==> config.mk <==
export PLATFORM = sky130hd
export DESIGN_NAME = capture_sequencer
export DESIGN_NICKNAME = d
export VERILOG_FILES = /design/src/rtl/capture_sequencer.sv
export SDC_FILE = /design/constraint.sdc
export NUM_CORES = 1
export LEC_CHECK = 0
export ABC_CLOCK_PERIOD_IN_PS = 2000
export CORE_MARGIN = 2
export CORE_UTILIZATION = 48
export DETAILED_ROUTE_END_ITERATION = 8
export PLACE_DENSITY_LB_ADDON = 0.25
export SLEW_MARGIN = 10
export SYNTH_ARGS = -nofsm -noshare
export SYNTH_HDL_FRONTEND = slang
export SYNTH_SLANG_ARGS = --single-unit
==> constraint.sdc <==
create_clock -name CLK -period 2 [get_ports CLK]
set_input_delay 0.4 -clock CLK [delete_from_list [all_inputs] [get_ports CLK]]
set_output_delay 0.4 -clock CLK [all_outputs]
set_load 0.03 [all_outputs]
==> src/rtl/capture_sequencer.sv <==
// -----------------------------------------------------------------------------
// capture_sequencer
//
// Runs one logic-analyzer acquisition into a circular capture RAM. The phases
// are pre-trigger fill, armed wait, post-trigger count, readout hold and a
// timed memory clear. The block sits between the sample-rate strobe, the
// trigger unit and the host readout logic.
//
// Ports
//   CLK        system clock, all logic on the rising edge
//   locked     asynchronous active-low reset (clock-manager locked)
//   Start      1-cycle pulse, begin an acquisition (IDLE only)
//   Abort      1-cycle pulse, cancel an acquisition
//   PreDepth   pre-trigger samples required before arming
//   PostDepth  samples stored after the trigger sample
//   TmoLimit   armed-state auto-trigger limit in samples (timeout build only)
//   SampleEn   sample strobe from the rate divider
//   Trig       trigger match from the trigger unit
//   RdAck      1-cycle pulse, host finished reading
//   WrEn       capture RAM write strobe
//   WrAddr     capture RAM write address (value used by the current write)
//   ENTrig     trigger unit enable
//   TrigAddr   RAM address that holds the trigger sample
//   StartAddr  oldest valid sample address
//   Done       acquisition complete, RAM stable for readout
//   ClrMem     clear strobe to capture RAM / FIFO
//   TimedOut   trigger was forced by the armed-state timeout
//   state      encoded sequencer state
//
// Build option
//   TRIG_TIMEOUT_EN  when defined, ARMED counts samples and forces a trigger
//                    once TmoLimit samples have gone by without a match.
//                    Otherwise ARMED waits indefinitely and TimedOut stays 0.
//
// state | meaning
// ------+--------------------------------------------------------------
//   0   | IDLE   waiting for Start
//   1   | PRE    filling the pre-trigger window
//   2   | ARMED  circular writes, trigger unit enabled
//   3   | POST   storing the post-trigger samples
//   4   | DONE   RAM stable, waiting for RdAck
//   5   | CLEAR  ClrMem held for CLR_CYC cycles
// -----------------------------------------------------------------------------
module capture_sequencer #(
    parameter int AW      = 10,
    parameter int CLR_CYC = 11,
    parameter int TMO_W   = 16
) (
    input  logic             CLK,
    input  logic             locked,
    input  logic             Start,
    input  logic             Abort,
    input  logic [AW-1:0]    PreDepth,
    input  logic [AW-1:0]    PostDepth,
    input  logic [TMO_W-1:0] TmoLimit,
    input  logic             SampleEn,
    input  logic             Trig,
    input  logic             RdAck,
    output logic             WrEn,
    output logic [AW-1:0]    WrAddr,
    output logic             ENTrig,
    output logic [AW-1:0]    TrigAddr,
    output logic [AW-1:0]    StartAddr,
    output logic             Done,
    output logic             ClrMem,
    output logic             TimedOut,
    output logic [2:0]       state
);

    typedef enum logic [2:0] {
        S_IDLE  = 3'd0,
        S_PRE   = 3'd1,
        S_ARMED = 3'd2,
        S_POST  = 3'd3,
        S_DONE  = 3'd4,
        S_CLEAR = 3'd5
    } state_t;

    localparam logic [AW-1:0] MAX_ADDR = {AW{1'b1}};
    localparam int CLR_CW = (CLR_CYC < 2) ? 1 : $clog2(CLR_CYC + 1);
    localparam logic [CLR_CW-1:0] CLR_LOAD = CLR_CW'(CLR_CYC - 1);

    state_t             state_q, state_d;
    logic [AW-1:0]      wr_addr_q, wr_addr_d;
    logic [AW-1:0]      trig_addr_q, trig_addr_d;
    logic [AW-1:0]      start_addr_q, start_addr_d;
    logic [AW-1:0]      pre_eff_q, pre_eff_d;
    logic [AW-1:0]      post_eff_q, post_eff_d;
    logic [AW-1:0]      cnt_q, cnt_d;
    logic [CLR_CW-1:0]  clr_cnt_q, clr_cnt_d;
    logic               timed_out_q, timed_out_d;

    logic               wr_en;
    logic [AW-1:0]      pre_sel;
    logic [AW-1:0]      post_room;
    logic [AW-1:0]      post_sel;
    logic [AW-1:0]      cnt_inc;
    logic               tmo_hit;

`ifdef TRIG_TIMEOUT_EN
    logic [TMO_W-1:0]   tmo_cnt_q, tmo_cnt_d;
    logic [TMO_W:0]     tmo_next;

    // Extra bit so a TmoLimit of all ones is still reachable.
    assign tmo_next = {1'b0, tmo_cnt_q} + (TMO_W + 1)'(1);
    assign tmo_hit  = SampleEn && (TmoLimit != '0) && (tmo_next == {1'b0, TmoLimit});
`else
    logic unused_tmo_limit;

    assign unused_tmo_limit = ^TmoLimit;
    assign tmo_hit          = 1'b0;
`endif

    // An AW-bit PreDepth can never exceed DEPTH-1, so it is used as-is;
    // PostDepth is clipped to what fits behind the pre-trigger window.
    assign pre_sel   = PreDepth;
    assign post_room = MAX_ADDR - pre_sel;
    assign post_sel  = (PostDepth > post_room) ? post_room : PostDepth;

    assign wr_en   = SampleEn &&
                     ((state_q == S_PRE) || (state_q == S_ARMED) || (state_q == S_POST));
    assign cnt_inc = cnt_q + AW'(1);

    always_comb begin
        state_d      = state_q;
        wr_addr_d    = wr_addr_q;
        trig_addr_d  = trig_addr_q;
        start_addr_d = start_addr_q;
        pre_eff_d    = pre_eff_q;
        post_eff_d   = post_eff_q;
        cnt_d        = cnt_q;
        clr_cnt_d    = clr_cnt_q;
        timed_out_d  = timed_out_q;
`ifdef TRIG_TIMEOUT_EN
        tmo_cnt_d    = tmo_cnt_q;
`endif

        // A write issued in an Abort cycle still advances the address.
        if (wr_en) begin
            wr_addr_d = wr_addr_q + AW'(1);
        end

        case (state_q)
            S_IDLE: begin
                if (Start) begin
                    pre_eff_d   = pre_sel;
                    post_eff_d  = post_sel;
                    wr_addr_d   = '0;
                    cnt_d       = '0;
                    clr_cnt_d   = '0;
                    timed_out_d = 1'b0;
`ifdef TRIG_TIMEOUT_EN
                    tmo_cnt_d   = '0;
`endif
                    state_d     = (pre_sel == '0) ? S_ARMED : S_PRE;
                end
            end

            S_PRE: begin
                if (Abort) begin
                    clr_cnt_d = CLR_LOAD;
                    state_d   = S_CLEAR;
                end else if (wr_en) begin
                    if (cnt_inc == pre_eff_q) begin
                        cnt_d   = '0;
`ifdef TRIG_TIMEOUT_EN
                        tmo_cnt_d = '0;
`endif
                        state_d = S_ARMED;
                    end else begin
                        cnt_d = cnt_inc;
                    end
                end
            end

            S_ARMED: begin
                if (Abort) begin
                    clr_cnt_d = CLR_LOAD;
                    state_d   = S_CLEAR;
                end else if (wr_en) begin
`ifdef TRIG_TIMEOUT_EN
                    tmo_cnt_d = tmo_next[TMO_W-1:0];
`endif
                    // The sample written this cycle is the trigger sample.
                    if (Trig || tmo_hit) begin
                        trig_addr_d  = wr_addr_q;
                        start_addr_d = wr_addr_q - pre_eff_q;
                        cnt_d        = '0;
                        timed_out_d  = tmo_hit && !Trig;
                        state_d      = (post_eff_q == '0) ? S_DONE : S_POST;
                    end
                end
            end

            S_POST: begin
                if (Abort) begin
                    clr_cnt_d = CLR_LOAD;
                    state_d   = S_CLEAR;
                end else if (wr_en) begin
                    if (cnt_inc == post_eff_q) begin
                        cnt_d   = '0;
                        state_d = S_DONE;
                    end else begin
                        cnt_d = cnt_inc;
                    end
                end
            end

            S_DONE: begin
                if (Abort || RdAck) begin
                    clr_cnt_d = CLR_LOAD;
                    state_d   = S_CLEAR;
                end
            end

            S_CLEAR: begin
                if (clr_cnt_q == '0) begin
                    state_d = S_IDLE;
                end else begin
                    clr_cnt_d = clr_cnt_q - CLR_CW'(1);
                end
            end

            default: begin
                state_d = S_IDLE;
            end
        endcase
    end

    always_ff @(posedge CLK or negedge locked) begin
        if (!locked) begin
            state_q      <= S_IDLE;
            wr_addr_q    <= '0;
            trig_addr_q  <= '0;
            start_addr_q <= '0;
            pre_eff_q    <= '0;
            post_eff_q   <= '0;
            cnt_q        <= '0;
            clr_cnt_q    <= '0;
            timed_out_q  <= 1'b0;
`ifdef TRIG_TIMEOUT_EN
            tmo_cnt_q    <= '0;
`endif
        end else begin
            state_q      <= state_d;
            wr_addr_q    <= wr_addr_d;
            trig_addr_q  <= trig_addr_d;
            start_addr_q <= start_addr_d;
            pre_eff_q    <= pre_eff_d;
            post_eff_q   <= post_eff_d;
            cnt_q        <= cnt_d;
            clr_cnt_q    <= clr_cnt_d;
            timed_out_q  <= timed_out_d;
`ifdef TRIG_TIMEOUT_EN
            tmo_cnt_q    <= tmo_cnt_d;
`endif
        end
    end

    assign WrEn      = wr_en;
    assign WrAddr    = wr_addr_q;
    assign ENTrig    = (state_q == S_ARMED);
    assign TrigAddr  = trig_addr_q;
    assign StartAddr = start_addr_q;
    assign Done      = (state_q == S_DONE);
    assign ClrMem    = (state_q == S_CLEAR);
    assign TimedOut  = timed_out_q;
    assign state     = state_q;

endmodule

==> metrics.yaml <==
final_layout:
  antenna_cells: 0
  nNetsFinal: 734
  drive_above_1_share: 0.349
  area_delta_synth_final_pct: 49.4
  fill_cells: 610
sta:
  fin_crit_ns: 2.17
  final.setup.tns_ns: -2.09
  grt_setup_unrepaired: "yes"
  hold_viol: 4
  setup_ws_ns: -0.172
  slew_headroom: 0.637
  skew_ns: 0.0151
  holdWs_ns: -0.00186
  setup_violations: 18
  period_share: 1.09
  worst_slew_pin_slew_ns: 0.544
  slew_violations: 0
  max_freq_mhz: 460
clocking:
  cts-hold-fix-buffers: 0
  path_clk_slew_ns: 0.09
  cts.sink_count: 67
  htreeDepth: 3
  clockBufferDepth: 2
  cts_root_buffer: "clkbuf_8"
  tritoncts: "yes"
  clk_latency_ns: 0.36
  cts_buffers: 9
logic_synthesis:
  syn-num-nets: 560
  synth.largest_area_cell: "dfrtp_1"
  synthTopCellsByArea: "dfrtp_1 38%, ha_1 6.2%, nand2_1 5.5%"
  synth_edf_count: 0
  seq_area_frac_synth: 0.380
  yosysTopAreaCellShare: 0.380
  yosysWarnings: 0
  synth_cell_types: 64
  ys_seq_elements: 67
  syn_inst: 494
  syn_area_um2: 4410
  netlist_top_cells_count: "67 x dfrtp_1, 65 x nand2_1, 31 x nor2_1, 29 x inv_1, 29 x o21ai_0"
  synth_flop_cell: "dfrtp_1"
  yosysMostFrequentCell: "dfrtp_1"
  synth.avg_cell_area_um2: 8.93
  synthArstFlopShare: 1.00
worst_setup_path:
  crit_buf_inv: 3
  cpPeakStageDelay_ns: 0.43
  cpMostUsedCell: "buf_6"
  worstSetupPathType: "flop to flop"
  required_ns: 2.30
  setup.worst_path.end_class: "flop"
  cp.arrival_ns: 2.47
  cp_max_fo: 7
  crit_chain: "buf_6, nand3_4, buf_6, nor3_4, xnor2_1, and4b_2, a32oi_4, buf_6, a22o_1"
  crit_family: "simple AND/OR/NAND/NOR gates"
  worstSetupStartpointType: "flop"
  slowest_stage: "dfrtp_1"
placed_design:
  gp_congestion: 0.910
  place_ws_ns: -0.648
  place_hpwl_mm: 9.13
  port_buffers: 63
status:
  status: "finished, violations left"
  violations: "hold timing, setup timing"
die:
  ios: 81
  die_area_um2: 9980
  die_w_um: 99.9
  fp.dieH_um: 99.9
  core_area_um2: 8810
  start_util: 0.501
  fp-row-count: 34
power_and_ir_drop:
  netSwitchingPower_mw: 3.71
  p_leak_nw: 3.23
  clock_power_share: 0.137
  vdd_ir_drop_max_mv: 0.707
  p_int_mw: 5.05
  power.share.sequential: 0.252
  combPwrFrac: 0.611
  p_per_area_nw_per_um2: 1330
  sw_frac_of_total: 0.423
drt:
  wl_per_cell_um: 17.3
  drc: 0
  via_per_inst: 5.48
  num_vias: 4278
  wirelength_mm: 13.5
  dr.first_iter.drc_count: 270
  ant_nets: 0
  dr.pass1.iters: 5
global_route:
  grt_usage: 0.268
  grt_overflow: 0
  grt_max_degree: 49
  grt_pass1_vias: 4309
  antenna_found_initial: 0
  grt_pass1_wl_mm: 21.0
worst_hold_path:
  hp-class: "input port to async pin"
run:
  drv_cap: 0
[area by class of cell]
type | instances | area, um2 | area share
clock buffers | 10 | 138 | 0.0209
clock inverters | 6 | 71.3 | 0.0108
inverters | 30 | 113 | 0.0171
multi-input cells | 368 | 2770 | 0.420
flip-flops and latches | 67 | 1690 | 0.256
well taps | 108 | 135 | 0.0205
repair buffers | 192 | 1680 | 0.255
[power by group through the flow]
| stage | sequential, mW | combinational [mW] | clock, mW |
|---|---|---|---|
| after floorplan | 2.39 | 2.43 | 0 |
| after global routing | 2.25 | 5.74 | 1.28 |
| after global placement | 2.16 | 4.28 | 0 |
| final | 2.20 | 5.35 | 1.20 |
| after CTS | 2.18 | 4.81 | 1.21 |
| after detailed placement | 2.18 | 4.40 | 0 |
[state kept, by name (all words and copies together), names as in the netlist]
name,count
WrAddr,10
post_eff_q,10
pre_eff_q,10
cnt_q,10
state,3
StartAddr,10
clr_cnt_q,4
TrigAddr,10
[what timing repair did]
| action | in CTS | in global routing |
|---|---|---|
| setup buffers | 15 | 13 |
| setup endpoints to repair | 30 | 37 |
| pin swaps | 29 | 37 |
| resized for setup | 60 | 45 |
| gates cloned | 1 | 0 |
[worst register-to-register path: stages (launching register included)]
cell     delay, ns
dfrtp_1       0.43
buf_6         0.14
nand3_4       0.11
buf_6         0.15
nor3_4        0.26
xnor2_1       0.09
and4b_2       0.27
a32oi_4       0.35
buf_6         0.18
a22o_1        0.13
[kinds of logic after synthesis]
group,count (synthesis),synth area share
AO/OA/AOI/OAI,97,0.135
XOR/XNOR,41,0.0907
adder cells (fa/ha/maj),23,0.0669
buffers and inverters,59,0.0581
flip-flops,67,0.380
multiplexers,21,0.0502
other,1,0.000850
AND/OR/NAND/NOR,185,0.218
[metrics by stage]
stage	std cells	utilization	area [um2]	total power, mW
finish	781	0.749	6590	8.75
global route	781	0.749	6590	9.27
CTS	769	0.721	6350	8.20
detailed placement	737	0.670	5900	6.58
global placement	737	0.670	5900	6.44
floorplan	494	-	4500	4.81
[final timing paths]
| check | start | endpoint | slack [ns] | depth (start not counted) |
|---|---|---|---|---|
| worst min register to register | StartAddr[8]$_DFFE_PN0P_ | StartAddr[8]$_DFFE_PN0P_ | 0.49 | 2 |
| min in group CLK | PreDepth[3] | pre_eff_q[3]$_DFFE_PN0P_ | 0.44 | 4 |
| worst max register to register | cnt_q[0]$_DFFE_PN0P_ | cnt_q[1]$_DFFE_PN0P_ | -0.17 | 9 |
| worst max-delay path | cnt_q[0]$_DFFE_PN0P_ | cnt_q[1]$_DFFE_PN0P_ | -0.17 | 9 |
| max in group asynchronous | locked | state[1]$_DFFE_PN0P_ | 1.34 | 2 |
| worst min-delay path | locked | StartAddr[9]$_DFFE_PN0P_ | -0.002 | 1 |
[routing by layer]
layer	wire, um	part of all wire	global-route usage
met1	5910	0.44	0.356
met2	6710	0.50	0.451
met3	634	0.047	0.0383
met4	265	0.020	0.0927
met5	0	0	0
[layout by cell type, fill, tap and decap left out, drive strengths merged, types with 3 or more instances in the layout]
master         count
nor3              15
clkdlybuf4s15      3
xnor2             21
nand2b             6
mux2i             12
buf              134
nand4             10
nor4               9
dfrtp             67
nor2b              7
a31oi              3
nand2             65
o21ai             55
clkbuf            11
inv               32
o21a               4
mux2               9
and3              10
ha                22
or2                3
clkdlybuf4s50     33
nand3             12
dlymetal6s2s       9
a21o               4
or4                3
xnor3              3
xor2              17
nor2              32
dlygate4sd2       12
a22o               3
a21oi             10
o31ai              3
No activity file was read; power rests on OpenSTA's default activity.
